[config.mk]
export PLATFORM = sky130hd
export DESIGN_NAME = ula_sequencial_param
export DESIGN_NICKNAME = d
export VERILOG_FILES = /design/src/rtl/ula_sequencial_param.sv
export SDC_FILE = /design/constraint.sdc
export NUM_CORES = 1
export LEC_CHECK = 0
export BUFFER_PORTS_ARGS = -buffer_cell sky130_fd_sc_hd__buf_2
export CAP_MARGIN = 15
export CORE_MARGIN = 1.5
export CORE_UTILIZATION = 55
export CTS_CLUSTER_SIZE = 16
export DETAILED_ROUTE_END_ITERATION = 8
export PLACE_DENSITY_LB_ADDON = 0.05
export SYNTH_ARGS = -nofsm -noshare
export SYNTH_HDL_FRONTEND = slang
export SYNTH_SLANG_ARGS = --single-unit
[constraint.sdc]
create_clock -name clk -period 2.46 [get_ports clk]
set_input_delay 0.492 -clock clk [delete_from_list [all_inputs] [get_ports clk]]
set_output_delay 0.492 -clock clk [all_outputs]
set_load 0.01 [all_outputs]
[src/rtl/ula_sequencial_param.sv]
// rtl/ula_sequencial_param.sv - sequential ALU with valid/ready handshake and z/c/v/n/err flags.
// Optional macro ULA_MUL_EN adds op 8: unsigned shift-and-add multiply, one multiplier bit per cycle.
module ula_sequencial_param #(
   parameter int WIDTH = 8
) (
   input  logic             clk,
   input  logic             rst_n,
   input  logic             in_valid,
   output logic             in_ready,
   input  logic [3:0]       op,
   input  logic [WIDTH-1:0] a,
   input  logic [WIDTH-1:0] b,
   output logic             out_valid,
   input  logic             out_ready,
   output logic [WIDTH-1:0] s,
   output logic             flag_z,
   output logic             flag_c,
   output logic             flag_v,
   output logic             flag_n,
   output logic             flag_err
);

   localparam int MSB = WIDTH - 1;
   localparam logic [WIDTH-1:0] W_AMT = WIDTH'(WIDTH);

   typedef enum logic [1:0] {IDLE, BUSY, DONE} state_t;

   state_t           state_q, state_d;
   logic             live_q;
   logic [WIDTH-1:0] s_q, s_d;
   logic             z_q, z_d, c_q, c_d, v_q, v_d, n_q, n_d, err_q, err_d;

   logic [WIDTH:0]     add_w, sub_w;
   logic [2*WIDTH-1:0] shl_w, shr_w;
   logic               sh_ok;
   logic [WIDTH-1:0]   alu_s;
   logic               alu_c, alu_v, alu_err;

   assign add_w = {1'b0, a} + {1'b0, b};
   assign sub_w = {1'b0, a} - {1'b0, b};
   // Shifting inside a double-width window keeps the last bit pushed out at index WIDTH / WIDTH-1.
   assign shl_w = {{WIDTH{1'b0}}, a} << b;
   assign shr_w = {a, {WIDTH{1'b0}}} >> b;
   assign sh_ok = (b != '0) && (b <= W_AMT);

`ifdef ULA_MUL_EN
   localparam int CW = (WIDTH > 1) ? $clog2(WIDTH) : 1;

   logic [WIDTH-1:0]   mca_q, mca_d;
   logic [2*WIDTH-1:0] prod_q, prod_d, prod_step;
   logic [WIDTH:0]     upper_sum;
   logic [CW-1:0]      cnt_q, cnt_d;

   // Multiplier sits in the low half and is consumed LSB first while partial sums shift in from the top.
   assign upper_sum = {1'b0, prod_q[2*WIDTH-1:WIDTH]} + (prod_q[0] ? {1'b0, mca_q} : '0);
   assign prod_step = {upper_sum, prod_q[MSB:1]};
`endif

   always_comb begin
      alu_s   = '0;
      alu_c   = 1'b0;
      alu_v   = 1'b0;
      alu_err = 1'b0;
      case (op)
         4'd0: begin
            alu_s = add_w[MSB:0];
            alu_c = add_w[WIDTH];
            alu_v = (a[MSB] == b[MSB]) && (add_w[MSB] != a[MSB]);
         end
         4'd1: begin
            alu_s = sub_w[MSB:0];
            alu_c = sub_w[WIDTH];
            alu_v = (a[MSB] != b[MSB]) && (sub_w[MSB] != a[MSB]);
         end
         4'd2: begin
            alu_s = shl_w[MSB:0];
            alu_c = sh_ok & shl_w[WIDTH];
         end
         4'd3: begin
            alu_s = shr_w[2*WIDTH-1:WIDTH];
            alu_c = sh_ok & shr_w[MSB];
         end
         4'd4: alu_s = a & b;
         4'd5: alu_s = a | b;
         4'd6: alu_s = a ^ b;
         4'd7: alu_s = ~a;
         default: alu_err = 1'b1;
      endcase
   end

   always_comb begin
      state_d = state_q;
      s_d     = s_q;
      z_d     = z_q;
      c_d     = c_q;
      v_d     = v_q;
      n_d     = n_q;
      err_d   = err_q;
`ifdef ULA_MUL_EN
      mca_d   = mca_q;
      prod_d  = prod_q;
      cnt_d   = cnt_q;
`endif
      in_ready  = (state_q == IDLE) && live_q;
      out_valid = (state_q == DONE);
      case (state_q)
         IDLE: begin
            if (in_valid && in_ready) begin
`ifdef ULA_MUL_EN
               if (op == 4'd8) begin
                  state_d = BUSY;
                  mca_d   = a;
                  prod_d  = {{WIDTH{1'b0}}, b};
                  cnt_d   = '0;
               end else
`endif
               begin
                  state_d = DONE;
                  s_d     = alu_s;
                  c_d     = alu_c;
                  v_d     = alu_v;
                  err_d   = alu_err;
               end
            end
         end
         BUSY: begin
`ifdef ULA_MUL_EN
            prod_d = prod_step;
            cnt_d  = cnt_q + 1'b1;
            if (cnt_q == CW'(WIDTH - 1)) begin
               state_d = DONE;
               s_d     = prod_step[MSB:0];
               c_d     = |prod_step[2*WIDTH-1:WIDTH];
               v_d     = 1'b0;
               err_d   = 1'b0;
            end
`else
            state_d = IDLE;
`endif
         end
         DONE: begin
            if (out_ready) state_d = IDLE;
         end
         default: state_d = IDLE;
      endcase
      if (state_d == DONE && state_q != DONE) begin
         z_d = (s_d == '0);
         n_d = s_d[MSB];
      end
   end

   // live_q keeps in_ready low until the first edge after reset release.
   always_ff @(posedge clk or negedge rst_n) begin
      if (!rst_n) begin
         state_q <= IDLE;
         live_q  <= 1'b0;
         s_q     <= '0;
         z_q     <= 1'b0;
         c_q     <= 1'b0;
         v_q     <= 1'b0;
         n_q     <= 1'b0;
         err_q   <= 1'b0;
`ifdef ULA_MUL_EN
         mca_q   <= '0;
         prod_q  <= '0;
         cnt_q   <= '0;
`endif
      end else begin
         state_q <= state_d;
         live_q  <= 1'b1;
         s_q     <= s_d;
         z_q     <= z_d;
         c_q     <= c_d;
         v_q     <= v_d;
         n_q     <= n_d;
         err_q   <= err_d;
`ifdef ULA_MUL_EN
         mca_q   <= mca_d;
         prod_q  <= prod_d;
         cnt_q   <= cnt_d;
`endif
      end
   end

   assign s        = s_q;
   assign flag_z   = z_q;
   assign flag_c   = c_q;
   assign flag_v   = v_q;
   assign flag_n   = n_q;
   assign flag_err = err_q;

endmodule

# Word-level counts from Yosys, hierarchy flattened
# Index checks and enable logic that the tools add are counted.
[classes]
n_eq_ne = 14
bitwise_logic = 6
mux = 9
shifts = 2
add_sub_neg = 2
order_cmp = 1
reduce_logical = 12
[ops]
columns = ["operator", "count"]
rows = [
  ["8-bit case mux with 8 select lines", 1],
  ["4-bit by 3-bit equality test with 1-bit output, second input constant", 4],
  ["8-bit 2-to-1 mux", 2],
  ["16-bit by 8-bit >> shifter with 16-bit output", 1],
  ["8-bit by 8-bit adder with 9-bit output", 1],
  ["8-bit by 8-bit << shifter with 9-bit output", 1],
  ["8-bit by 8-bit subtractor with 9-bit output", 1],
  ["8-bit bitwise AND", 1],
  ["4-bit by 2-bit equality test with 1-bit output, second input constant", 2],
  ["8-bit by 4-bit <= comparator with 1-bit output, second input constant", 1],
  ["8-bit logical NOT", 1],
  ["8-bit inverter", 1],
  ["8-bit OR", 1],
  ["8-bit nonzero test", 1],
  ["8-bit OR reduction", 1],
  ["8-bit bitwise XOR", 1],
  ["1-bit logical AND", 6],
  ["2-bit equality test, second input constant", 2],
  ["4-bit by 1-bit equality test with 1-bit output, second input constant", 1],
  ["4-bit logical NOT", 1],
  ["2-bit 2-to-1 mux", 2],
  ["1-bit case mux with 4 select lines", 1],
  ["2-bit case mux with 2 select lines", 1],
  ["1-bit != test", 3],
  ["7 further kinds", 8],
]
[word_totals]
ff_bits = 16
inputBits = 24

# Longest topological paths before layout
[logic_depth]
word_depth = 7
mapped_depth = 11
mapped_depth_nobuf = 10

# Worst setup path before layout
# No wires, ideal clock.
[synth_path]
kind = "input port to flip-flop"
startpoint = "input port b[1]"
endpoint = "register z_q, in the netlist flag_z"
arrival_time_ns = 2.612
n_path_buf = 2
required_ns = 2.356
cell_stages = 11
slack_ns = -0.256
path_cell_list = "buf_6 -> buf_2 -> inv_1 -> ha_1 -> a21o_1 -> o2bb2ai_1 -> o41ai_2 -> xnor2_1 -> o221ai_1 -> a22o_1 -> o41ai_2"
[synth_between]
elab_chain_cells = 5
word_cells_on_any_way = 11
classes_between = "add/sub: 2; shift: 2; mux: 3; bitwise: 3; reduce/logical: 1"
[synth_lines]
columns = ["element", "line", "rtl"]
rows = [
  ["from (decl)", "12", "input logic [WIDTH-1:0] b,"],
  ["8-bit by 8-bit subtractor with 9-bit output, or another cell as far along", "40", "assign sub_w = {1'b0, a} - {1'b0, b};"],
  ["8-bit case mux with 8 select lines (*)", "64", "case (op)"],
  ["8-bit 2-to-1 mux (*)", "108", "if (in_valid && in_ready) begin"],
  ["8-bit 2-to-1 mux (*)", "106", "case (state_q)"],
  ["named net s_d[7]", "30", "logic [WIDTH-1:0] s_q, s_d;"],
  ["8-bit logical NOT (*)", "147", "z_d = (s_d == '0);"],
  ["to (signal assigned)", "172", "z_q <= z_d;"],
  ["to (decl)", "31", "logic z_q, z_d, c_q, c_d, v_q, v_d, n_q, n_d, err_q, err_d;"],
]
# The timed path passes the listed nets; every way through them passes the cells marked *.
# A chain may end at the register's enable or synchronous reset.

# Worst setup path in the final report
[layout_path]
startpoint = "input port a[0]"
endpoint = "register z_q, in the netlist flag_z"
[layout_between]
elab_chain_cells = 5
word_cells_on_any_way = 12
classes_between = "add/sub: 2; shift: 2; mux: 3; bitwise: 4; reduce/logical: 1"
[layout_lines]
columns = ["element", "line", "rtl"]
rows = [
  ["from (decl)", "11", "input logic [WIDTH-1:0] a,"],
  ["8-bit by 8-bit subtractor with 9-bit output, or another cell as far along", "40", ""],
  ["8-bit case mux with 8 select lines (*)", "64", ""],
  ["8-bit 2-to-1 mux (*)", "108", ""],
  ["8-bit 2-to-1 mux (*)", "106", ""],
  ["named net s_d[6]", "30", ""],
  ["8-bit logical NOT (*)", "147", ""],
]
# Marks and branches as above.

==> impl_results.md <==
* Status: complete, but fails checks
* Violated checks: negative setup slack
* Root Driver: clkbuf_8
* Detailed-route via count at 2846
* TritonCTS clock tree: done
* CP Capture Type: flip-flop
* Remaining global-route overflow at 0
* Drt wl/cell at between 15 and 20 um
* Unique masters post-synth at 66
* Global-route wire length before repair at around 13 mm
* Width of the die at 73.2 um
* Buf+Inv Stages, Crit Path at 2
* Hold violation total from the final report at 0
* Required time worst endpoint at 2.58 ns
* Routability cong. at 0.978
* Clock skew after layout at 0.00158 ns
* Post-synthesis instance area at 2710 um2
* Ratio of routed vias to standard cells at roughly 6.0
* Clk buf depth at 2
* Startpoint type of the worst setup path: input port
* IO Count at 39
* Sequential area share after synthesis at between 10 and 15%
* Slowest cell on the critical path: or4_1
* Antenna fix cells at 0
* Router iterations before antenna repair at 5
* Number of warnings reported in the yosys synthesis log at 0
* Number of storage elements in the synthesis netlist at 16
* Max Cap Violations at 0
* Initial detailed-routing violation count at 201
* Initial cell density of the core at 57.4%
* Number of synthesized flops with an enable pin at 0
* Category of the most critical setup path: input port to flip-flop
* Top cell family by delay on the critical path: simple AND/OR/NAND/NOR gates
* Max Clock Freq at 0.388 GHz
* Antenna violations before repair at 0
* Total Routing Usage GR at 31.5%
* Total core area at 4720 um2
* Unrepaired setup endpoints after global routing: yes
* Vias in the first global route at 2647
* Antenna violation net count after detailed routing at 0
* Prevailing post-synth register cell: dfrtp_1
* Relative max-transition margin at 60.1%
* Timing startpoint of the critical path: a[0]
* Peak supply drop at 0.238 mV
* Slowest Stage Delay on Critical Path at 0.47 ns
* NumNets Final at 465
* Final Slew Violations at 0
* Residual DRC count at 0
* Clock-pin slew on the worst setup and hold paths at about 0.060 ns
* Synth async-reset ratio at between 90% and 100%
* Die Area at between 5000 and 6000 um2
* Worst slack after detailed placement at -0.414 ns
* Depth of the CTS H-tree at 1
* Commonest cells after routing, fill and taps aside: buf_4 (71), buf_2 (37), inv_1 (28)
* Vertical die dimension at 73.2 um
* Fraction of layout instances using a drive strength above 1 at around 37%
* Series of cell instances along the critical path: buf_4 > inv_1 > ha_2 > fa_2 > nor3_1 > o31ai_1 > a21oi_1 > nor3b_1 > or4_1 > o211ai_1 > o41ai_2
* Min Tclk post-route at 2.58 ns
* Total Routed Length at 8.18 mm
* Average cell area after synthesis at 8.60 um2
* Later-pin clock latency in the skew report at 0.24 ns
* Final setup margin at -0.116 ns
* Top fanout value on the critical path at 7
* Post-detailed-placement half-perimeter wirelength at 6.68 mm
* Maximum number of pins on one net before global-route repair at 21
* Path class of the lowest-slack min-delay path: input port to async pin
* Layout overhead on the synthesized area at 32.5%
* Number of standard cells after synthesis at between 300 and 400
* Sum of negative setup slack at -0.116 ns
* Clock buffer count from CTS at 3
* Synthesized netlist net count at 369
* Final setup violation count at 1
* Buffers added on ports at 38
* Power density of the placed cells at 320 nW/um2
* # hold bufs at CTS at 0
* Final-layout fill cell count at approximately 410
* Most frequent standard cell in the layout excluding fill and tap cells: buf_4
* Leakage power summed over all cells at 1.72 nW
* Transition time at the pin with the least slew margin at 0.594 ns
* Post-route clock period utilization at 105%
* Endpoint arrival time on the critical path at 2.70 ns
* Worst reg2reg path startpoint: state_q[1]
* Total clock sinks at 16
* Number of standard-cell rows in the floorplan at 25
## state kept, by name (all words and copies together) (netlist names)
signal / flops
flag_n: 1
flag_c: 1
state_q: 2
s: 8
flag_err: 1
live_q: 1
flag_v: 1
flag_z: 1
## logic make-up (layout without fill, tap and decap cells)
kind of cell    Yosys count  after routing  synth area share, %
mux                      29             29                 18.6
compound gates           76             76                 20.1
other cells               2              2                0.277
fa+ha+maj                30             30                 14.4
xor+xnor                  6              6                 1.94
flops                    16             16                 14.8
buf+inv                  54            148                 8.86
simple gates            102            102                 21.1
## cells in the mapped netlist, types with 3 or more instances
cell | number | area share, %
ha_1 | 28 | 13
dfrtp_1 | 16 | 15
a311oi_1 | 3 | 0.97
inv_1 | 31 | 4.3
nand2b_1 | 7 | 1.6
clkbuf_1 | 7 | 0.97
a21o_1 | 4 | 1.1
or3_1 | 5 | 1.2
a211oi_1 | 4 | 1.1
mux2i_1 | 14 | 5.2
o22ai_1 | 3 | 0.69
nand3b_1 | 3 | 0.83
nor2b_1 | 4 | 0.92
nor3_1 | 16 | 3.0
nand2_1 | 20 | 2.8
a32oi_1 | 3 | 0.97
xnor2_1 | 6 | 1.9
nand3_1 | 10 | 1.8
o21ai_0 | 14 | 2.6
buf_2 | 9 | 1.7
a22o_1 | 3 | 0.97
buf_6 | 3 | 1.2
a21oi_1 | 16 | 3.0
a31oi_1 | 5 | 1.2
and4_1 | 3 | 0.97
mux4_1 | 10 | 9.7
nor2_1 | 14 | 1.9
mux4_2 | 4 | 3.3
## path summary, 6_finish.rpt
| check | endpoint | cells past startpoint | slack, ns |
|---|---|---|---|
| worst max register to register | flag_z | 6 | 0.32 |
| min in group clk | state_q[1] | 2 | 0.44 |
| max in group asynchronous | s[6] | 1 | 2.06 |
| worst min register to register | flag_v | 2 | 0.47 |
| worst max-delay path | flag_z | 11 | -0.12 |
| worst min-delay path | state_q[1] | 1 | 0.15 |
## worst register-to-register path, cell delays in order (launching register included)
cell and delay (ns):
dfrtp_1 0.39, nor3b_1 0.23, and2_0 0.38, o21ai_0 0.18, a311oi_1 0.36, o211ai_1 0.17, o41ai_2 0.34
## per-stage QoR
step / total power [mW] / utilization (%) / cells / hold slack (ns) / cell area [um2]
floorplan: 0.676 / - / 315 / 0.196 / 2790
global placement: 0.923 / 73.9 / 470 / 0.413 / 3490
detailed placement: 0.937 / 73.9 / 470 / 0.418 / 3490
CTS: 1.14 / 75.4 / 476 / 0.155 / 3560
global route: 1.22 / 76.0 / 476 / 0.165 / 3590
finish: 1.15 / 76.0 / 476 / 0.146 / 3590
## area by class of cell
| type | count | area [um2] | area share (%) |
|---|---|---|---|
| timing repair buffer | 111 | 778 | 21.7 |
| clock buffer | 3 | 41.3 | 1.15 |
| sequential | 16 | 400 | 11.1 |
| tap | 67 | 83.8 | 2.33 |
| inverter | 34 | 143 | 3.97 |
| multi-input combinational | 245 | 2140 | 59.7 |
## report_power, final
| group | switching (mW) | internal [mW] | leakage [nW] | total (mW) |
|---|---|---|---|---|
| Clock | 0.0777 | 0.108 | 0.0216 | 0.186 |
| Sequential | 0.0206 | 0.300 | 0.205 | 0.320 |
| Combinational | 0.328 | 0.314 | 1.49 | 0.642 |
## per-layer routing
metal  vias to the layer above  GRT usage, %  part of all wire, %
li1                       1358             -                    -
met1                      1337          41.4                   43
met2                       124          52.6                   48
met3                        27          3.18                  4.9
met4                         0          13.2                  3.8
met5                         -             0                    0
## what timing repair did
action / in CTS / in global routing
setup buffers: 3 / 0
endpoints found under the hold margin: 0 / 0
resized for setup: 4 / 7
pin swaps: 4 / 1
setup endpoints to repair: 1 / 4
Power figures use the tool's default switching activity.
